[config.mk]
export PLATFORM = sky130hd
export DESIGN_NAME = shift_req_arbiter
export DESIGN_NICKNAME = d
export VERILOG_FILES = /design/src/rtl/shift_ctrl_pkg.sv /design/src/rtl/base3_digit.sv /design/src/rtl/shifter_sll.sv /design/src/rtl/shift_req_arbiter.sv
export SDC_FILE = /design/constraint.sdc
export NUM_CORES = 1
export LEC_CHECK = 0
export ABC_AREA = 1
export CORE_UTILIZATION = 41
export CTS_CLUSTER_SIZE = 20
export DETAILED_ROUTE_END_ITERATION = 6
export HOLD_SLACK_MARGIN = 0.02
export PLACE_DENSITY = 0.69
export SETUP_SLACK_MARGIN = 0.5
export SYNTH_ARGS = -nofsm -noshare
export SYNTH_HDL_FRONTEND = slang
export SYNTH_SLANG_ARGS = --single-unit
[constraint.sdc]
create_clock -name clk -period 1.8 [get_ports clk]
set_input_delay 0.54 -clock clk [delete_from_list [all_inputs] [get_ports clk]]
set_output_delay 0.54 -clock clk [all_outputs]
set_load 0.005 [all_outputs]
[src/rtl/shift_ctrl_pkg.sv]
// Shared types and constants for the shift request arbiter and its base-3 datapath.
package shift_ctrl_pkg;

    typedef enum logic [1:0] {
        IDLE  = 2'd0,
        CONV  = 2'd1,
        SHIFT = 2'd2,
        RESP  = 2'd3
    } state_e;

    localparam logic [1:0] TRIT0 = 2'b00;
    localparam logic [1:0] TRIT1 = 2'b01;
    localparam logic [1:0] TRIT2 = 2'b10;

    // Largest amount representable with three trits (2*9 + 2*3 + 2).
    localparam logic [4:0] MAX_ENC_AMT = 5'd26;
    localparam int unsigned CONV_CYCLES = 3;

endpackage

[src/rtl/base3_digit.sv]
// One base-3 conversion step: splits a residual into its lowest trit and the remaining quotient.
module base3_digit
    import shift_ctrl_pkg::*;
(
    input  logic [4:0] resid,
    output logic [1:0] trit,
    output logic [4:0] resid_next
);

    logic [4:0] rem;

    always_comb begin
        rem        = resid % 5'd3;
        resid_next = resid / 5'd3;
        case (rem[1:0])
            2'd1:    trit = TRIT1;
            2'd2:    trit = TRIT2;
            default: trit = TRIT0;
        endcase
    end

endmodule

[src/rtl/shifter_sll.sv]
// 16-bit logical left shifter whose amount is given as three trits (weights 1, 3, 9).
module shifter_sll
    import shift_ctrl_pkg::*;
(
    input  logic [15:0] a,
    input  logic [5:0]  b,
    output logic [15:0] y
);

    function automatic logic [15:0] stage(input logic [15:0] v, input logic [1:0] t,
                                          input int unsigned w);
        case (t)
            TRIT1:   return v << w;
            TRIT2:   return v << (2 * w);
            default: return v;
        endcase
    endfunction

    always_comb begin
        y = stage(stage(stage(a, b[1:0], 1), b[3:2], 3), b[5:4], 9);
    end

endmodule

[src/rtl/shift_req_arbiter.sv]
// Two-requester round-robin front end that converts binary shift amounts to base 3,
// drives the shared shifter and returns the tagged result over a valid/ready port.
module shift_req_arbiter
    import shift_ctrl_pkg::*;
#(
    parameter int NREQ = 2
) (
    input  logic                  clk,
    input  logic                  rst,
    input  logic [NREQ-1:0]       req_valid,
    output logic [NREQ-1:0]       req_ready,
    input  logic [NREQ-1:0][15:0] req_data,
    input  logic [NREQ-1:0][4:0]  req_amt,
    output logic                  resp_valid,
    input  logic                  resp_ready,
    output logic [15:0]           resp_data,
    output logic                  resp_id,
    output logic                  resp_sat,
    output logic                  busy
);

    localparam logic [1:0] K_LAST = 2'(CONV_CYCLES - 1);

    state_e      state_q, state_d;
    logic        rr_ptr_q, rr_ptr_d;
    logic [15:0] data_q, data_d;
    logic [4:0]  resid_q, resid_d;
    logic [5:0]  base3_q, base3_d;
    logic [1:0]  k_q, k_d;
    logic        id_q, id_d;
    logic        sat_q, sat_d;
    logic [15:0] resp_data_q, resp_data_d;

    logic [NREQ-1:0] grant;
    logic            g_id;
    logic [1:0]      trit;
    logic [4:0]      resid_next;
    logic [15:0]     shift_y;

    base3_digit u_digit (
        .resid      (resid_q),
        .trit       (trit),
        .resid_next (resid_next)
    );

    shifter_sll u_shifter (
        .a (data_q),
        .b (base3_q),
        .y (shift_y)
    );

    // NOTE: every signal assigned here gets a default first, so no path leaves it unassigned and no latch is inferred.
    always_comb begin
        grant       = (req_valid == 2'b11) ? (rr_ptr_q ? 2'b10 : 2'b01) : req_valid;
        g_id        = grant[1];
        req_ready   = (state_q == IDLE) ? grant : '0;

        state_d     = state_q;
        rr_ptr_d    = rr_ptr_q;
        data_d      = data_q;
        resid_d     = resid_q;
        base3_d     = base3_q;
        k_d         = k_q;
        id_d        = id_q;
        sat_d       = sat_q;
        resp_data_d = resp_data_q;

        case (state_q)
            IDLE: begin
                if (|grant) begin
                    data_d   = req_data[g_id];
                    resid_d  = req_amt[g_id];
                    id_d     = g_id;
                    // Pointer moves to the requester that was not just served.
                    rr_ptr_d = ~g_id;
                    k_d      = '0;
                    base3_d  = '0;
                    sat_d    = req_amt[g_id] > MAX_ENC_AMT;
                    state_d  = (req_amt[g_id] > MAX_ENC_AMT) ? SHIFT : CONV;
                end
            end
            CONV: begin
                case (k_q)
                    2'd0:    base3_d[1:0] = trit;
                    2'd1:    base3_d[3:2] = trit;
                    default: base3_d[5:4] = trit;
                endcase
                resid_d = resid_next;
                k_d     = k_q + 2'd1;
                if (k_q == K_LAST) state_d = SHIFT;
            end
            SHIFT: begin
                resp_data_d = sat_q ? 16'h0000 : shift_y;
                state_d     = RESP;
            end
            RESP: begin
                if (resp_ready) state_d = IDLE;
            end
            default: state_d = IDLE;
        endcase
    end

    // NOTE: state registers use non-blocking assignments so every flop samples pre-edge values.
    always_ff @(posedge clk) begin
        if (rst) begin
            // NOTE: the datapath registers are reset too, because their values are visible on the outputs.
            state_q     <= IDLE;
            rr_ptr_q    <= 1'b0;
            data_q      <= '0;
            resid_q     <= '0;
            base3_q     <= '0;
            k_q         <= '0;
            id_q        <= 1'b0;
            sat_q       <= 1'b0;
            resp_data_q <= '0;
        end else begin
            state_q     <= state_d;
            rr_ptr_q    <= rr_ptr_d;
            data_q      <= data_d;
            resid_q     <= resid_d;
            base3_q     <= base3_d;
            k_q         <= k_d;
            id_q        <= id_d;
            sat_q       <= sat_d;
            resp_data_q <= resp_data_d;
        end
    end

    assign resp_valid = (state_q == RESP);
    assign busy       = (state_q != IDLE);
    assign resp_data  = resp_data_q;
    assign resp_id    = id_q;
    assign resp_sat   = sat_q;

endmodule

Yosys cells after proc, flatten, opt, wreduce, memory -nomap -nowiden
Index checks and enable logic that the tools add are counted.
Widths: inputs -> output; s select.
- add/sub/neg operators: 1
- divide/modulo/power cells: 2
- order comparisons: 2
- equal/unequal tests: 20
- muxes and demuxes: 26
- bitwise gates (word level): 1
- reduce and logical (&&, ||, !) cells: 12
- operators by type and width (kind ; count):
    $pmux 16 s2 ; 3
    $mux 16 ; 3
    $mux 2 ; 11
    $eq 2x2->1 const B ; 8
    $mux 5 ; 3
    $eq 2x1->1 const B ; 6
    $pmux 6 s2 ; 1
    $reduce_and 3->1 ; 4
    $pmux 5 s2 ; 1
    $ne 2x1->1 const B ; 4
    $pmux 2 s2 ; 2
    $pmux 2 s4 ; 1
    $mux 6 ; 1
    $div 5x2->5 const B ; 1
    $gt 5x5->1 const B ; 1
    $mod 5x2->5 const B ; 1
    $logic_not 2->1 ; 2
    $ne 2x2->1 const B ; 2
    $reduce_and 2->1 ; 2
    $reduce_bool 2->1 ; 2
    $reduce_or 2->1 ; 2
    $add 2x1->2 const B ; 1
    $lt 1x2->1 const B ; 1
    $not 1->1 ; 1
- bits in registers: 50
- input port bits: 47

Longest topological paths before layout
- word-level depth: 8
- gate-level depth with buffers: 16

Cells and area by module
A second synthesis with hierarchy kept.
- cells, all modules: 592
- area, all modules: 3657.3 um^2
- modules (own cells, without submodules) (module ; times used ; cells each ; area an instance (um^2)):
    shift_req_arbiter ; 1 ; 324 ; 2359.8
    shifter_sll ; 1 ; 188 ; 872.1
    base3_digit ; 1 ; 80 ; 425.4

Least setup slack after synthesis
No wires, ideal clock.
- path type: register to output
- start: reg state_q[0]
- end: out req_ready[0]
- arrival: 1254 ps
- required time: 1260 ps
- slack: 6 ps
- stages on the path, launching flop included: 8
- path buffers: 0
- path through: dfxtp_1 inv_1 ha_1 inv_1 nor3_2 nor2_2 inv_1 nor2_1
- word-level cells in the longest chain between the ends: 2
- ends and longest elaborated chain (item ; RTL line ; source):
    start, declared ; shift_req_arbiter.sv:24 ; state_e state_q, state_d;
    start signal, assigned ; shift_req_arbiter.sv:117 ; state_q <= state_d;
    $logic_not 2->1 ; shift_req_arbiter.sv:56 ; req_ready = (state_q == IDLE) ? grant : '0;
    $mux 2 ; shift_req_arbiter.sv:56 ;
    end, declared ; shift_req_arbiter.sv:11 ; output logic [NREQ-1:0] req_ready,
No other way between the ends.

Final worst setup path
- start: reg state_q[1]
- end: out req_ready[0]
Same word-level chain as after synthesis.

==> metrics.md <==
| Metric | Value |
|---|---|
| CTS Root Cell | `clkbuf_8` |
| Ys flop type | `dfxtp_1` |
| Cell Pwr Density | `2220 nW/um2` |
| Power spent charging and discharging nets | `5.86 mW` |
| Sequential cell area fraction in the yosys report | `between 30% and 40%` |
| FF+latch count, synth | `50` |
| CTS Buf Count | `5` |
| Number of hold-slack violations in the final timing report | `0` |
| TritonCTS clock tree | `done` |
| Arrival time at the worst endpoint | `1.48 ns` |
| Post-Synthesis Mean Instance Area | `6.56 um2` |
| Worst Setup End Kind | `primary output` |
| Leading cell types by total area after synthesis | `dfxtp_1 (32%), nand2_1 (14%), inv_1 (7.7%), a21oi_1 (7.6%), ha_1 (6.0%)` |
| Global-route wire length before repair | `approximately 16 mm` |
| Internal power summed over all cells | `around 6.5 mW` |
| Post-route clock period utilization | `112%` |
| Width of the die | `89.1 um` |
| Final period demand of the worst path | `slightly above 2 ns` |
| Detail Route Antenna Nets | `0` |
| Class of the most critical hold timing path | `register to register` |
| Req. time, crit path | `1.26 ns` |
| Cell type contributing the most total cell area after synthesis | `dfxtp_1` |
| Post-synth ARST share | `0%` |
| Run status | `complete, but fails checks` |
| Worst rel slew slack | `about three quarters` |
| Most common cell in the synthesized netlist | `nand2_1` |
| Switch share | `around 47%` |
| Floorplan core area | `7290 um2` |
| Synthesis-to-layout area growth | `79.2%` |
| R2R cell count | `13` |
| Setup violators final | `22` |
| Max-capacitance violation count | `0` |
| Actual transition at the worst max-transition pin | `between 0.3 and 0.4 ns` |
| Post-synth top area share | `about a third` |
| Startpoint type of the worst setup path | `register` |
| Total number of H-tree levels | `2` |
| Hold WS | `0.470 ns` |
| Number of global-route vias before repair | `~3500` |
| Layout net count | `676` |
| Worst hold path depth | `2` |
| Cell area reported after detailed placement | `4320 um2` |
| Number of inserted diodes | `0` |
| Average wire length per cell after detail routing | `16.2 um` |
| Category of the critical setup timing path | `register to primary output` |
| Fin Clk Skew | `0.0114 ns` |
| Largest net degree at the start of global routing | `26` |
| Routed wire length | `about 12 mm` |
| Via-to-Cell Ratio | `5.53` |
| Share of post-route cells with drive strength above 1 | `a little under half` |
| LEAKAGE | `2.32 nW` |
| Violated checks | `negative setup slack` |
| Placer Congestion | `0.930` |
| Non-filler instance count after layout | `714` |
| Design area | `5570 um2` |
| Port bufs | `68` |
| Portion of total power attributed to the clock network | `5.7%` |
| Number of synthesized flops with an enable pin | `0` |
| Overall Global Routing Usage | `26.1%` |
| Number of antenna violations at the first check in global routing | `0` |
| Count of yosys warnings during synthesis | `0` |
| Synthesized instance count | `around 470` |
| Clock Latency Late Sink | `0.32 ns` |
| Area of the mapped netlist | `3110 um2` |
| IO Pins | `69` |
| Maximum fanout along the worst path | `3` |
| Placed cell count | `647` |
| Max-slew violation count | `0` |
| Worst vdd rail ir drop | `1030 uV` |
| DP Wirelength | `6.12 mm` |
| First-pass iteration count of the detailed router | `5` |
| Most common library cells after synthesis | `nand2_1 (115), inv_1 (64), dfxtp_1 (50), a21oi_1 (47), o21ai_0 (35)` |
| Starting Density | `about 43%` |
| Post-CTS clock slew at the launch and capture registers of the worst setup and hold paths | `0.10 ns` |
| Total global routing overflow | `0` |
| Post-layout power | `roughly 12 mW` |
| Clock Sink Count | `50` |
| Flop pwr share | `16.1%` |
| Routed via count | `3948` |
| Residual DRC | `0` |
| Final setup slack of the worst path | `-0.217 ns` |
| Count of unique library cells instantiated by Yosys | `31` |
| Die Footprint | `7940 um2` |
| Maximum root-to-sink buffer count | `2` |
| Highest Clock Rate | `around 500 MHz` |
| Total nets after synthesis | `536` |
| Utilization of the core after routing | `76.4%` |
| Setup repair after global routing missed its margin | `yes` |
| Number of design-rule violations left by the first detailed-router iteration | `about 380` |
| Die height | `a little under 90 um` |
| Row Count | `31` |
| Part of the total power dissipated in combinational logic | `78.2%` |
==> flip-flops by register name, indices dropped and copies added, names as in the netlist <==
name and count:
state_q 2, resid_q 5, resp_id 1, k_q 2, resp_sat 1, base3_q 6
resp_data 16, data_q 16, rr_ptr_q 1
==> worst max-delay path, cell delays in order (launching register included) <==
cell,delay (ns)
dfxtp_2,0.34
inv_2,0.08
ha_4,0.15
inv_6,0.04
nor3_4,0.23
nor2_4,0.07
inv_2,0.08
nor2_4,0.04
buf_2,0.13
==> cell usage in the layout (no fill, tap or decap), types with 3 or more instances in the layout <==
cell,n
ha_4,7
o22ai_1,5
nand3_1,18
clkdlybuf4s50_1,44
clkbuf_8,6
o211ai_1,19
nor2_1,11
o21ai_2,14
dfxtp_4,4
inv_1,47
inv_4,3
inv_2,14
a21oi_1,30
a21oi_2,14
nand2_2,13
o21ai_4,10
dfxtp_2,23
o21ai_0,6
o22ai_2,4
dfxtp_1,23
nand4_1,3
nand3_4,5
a21oi_4,3
nand2_4,3
o221ai_1,3
buf_4,46
nand2_1,101
o21ai_1,12
buf_6,40
nor2_4,6
inv_8,3
o22ai_4,3
nor3_2,4
buf_2,9
nor2_2,5
nand3_2,13
buf_12,8
ha_1,8
==> layout make-up <==
| type | count | area, um2 |
|---|---|---|
| repair inverters | 3 | 33.8 |
| multi-input cells | 333 | 2430 |
| well taps | 99 | 124 |
| clock buffers | 6 | 82.6 |
| inverters | 68 | 294 |
| repair buffers | 153 | 1550 |
| flip-flops and latches | 50 | 1040 |
| clock inverters | 2 | 12.5 |
| fillers | 464 | 1720 |
==> logic make-up (layout without fill, tap and decap cells) <==
logic type      count (synthesis)  in the layout  synth area share [%]
buf+inv                        91            232                  11.4
compound gates                129            129                  23.7
simple gates                  187            187                  26.0
mux                             2              2                 0.644
flops                          50             50                  32.2
fa+ha+maj                      15             15                  6.04
==> power by group through the flow <==
stage / Clock (mW) / Sequential, mW / Combinational, mW
3_5_place_dp: 0 / 1.87 / 5.19
2_1_floorplan: 0 / 1.80 / 4.04
3_3_place_gp: 0 / 1.86 / 5.10
5_1_grt: 0.749 / 2.04 / 10.2
4_1_cts: 0.704 / 1.92 / 7.74
6_report: 0.706 / 2.00 / 9.68
==> metrics by stage <==
stage               setup TNS (ns)  setup WS (ns)
finish                       -2.75         -0.217
global route                 -5.16         -0.289
CTS                          -1.28         -0.118
detailed placement          -13.65         -0.792
global placement            -12.80         -0.769
floorplan                        0          0.211
==> routing by layer <==
layer,global-route usage (%),up-vias,part of all wire (%)
li1,-,1866,-
met1,33.1,1797,40
met2,45.2,209,49
met3,3.51,76,6.0
met4,9.52,0,5.0
met5,0,-,0
==> final timing paths <==
check,start,to,slack (ns)
setup / recovery,state_q[1],req_ready[0],-0.22
hold / removal,resp_data[1],resp_data[1],0.47
setup reg to reg,state_q[1],base3_q[0],-0.21
hold reg to reg,resp_data[1],resp_data[1],0.47
==> timing repair <==
item                       CTS  global route
gates resized for setup    220            71
setup buffers               36            18
setup endpoints to repair   72            72
hold buffers                 0             0
pin swaps                   43            43
hold endpoints to repair     0             0
cloned                       5             0
Power figures use the tool's default switching activity.
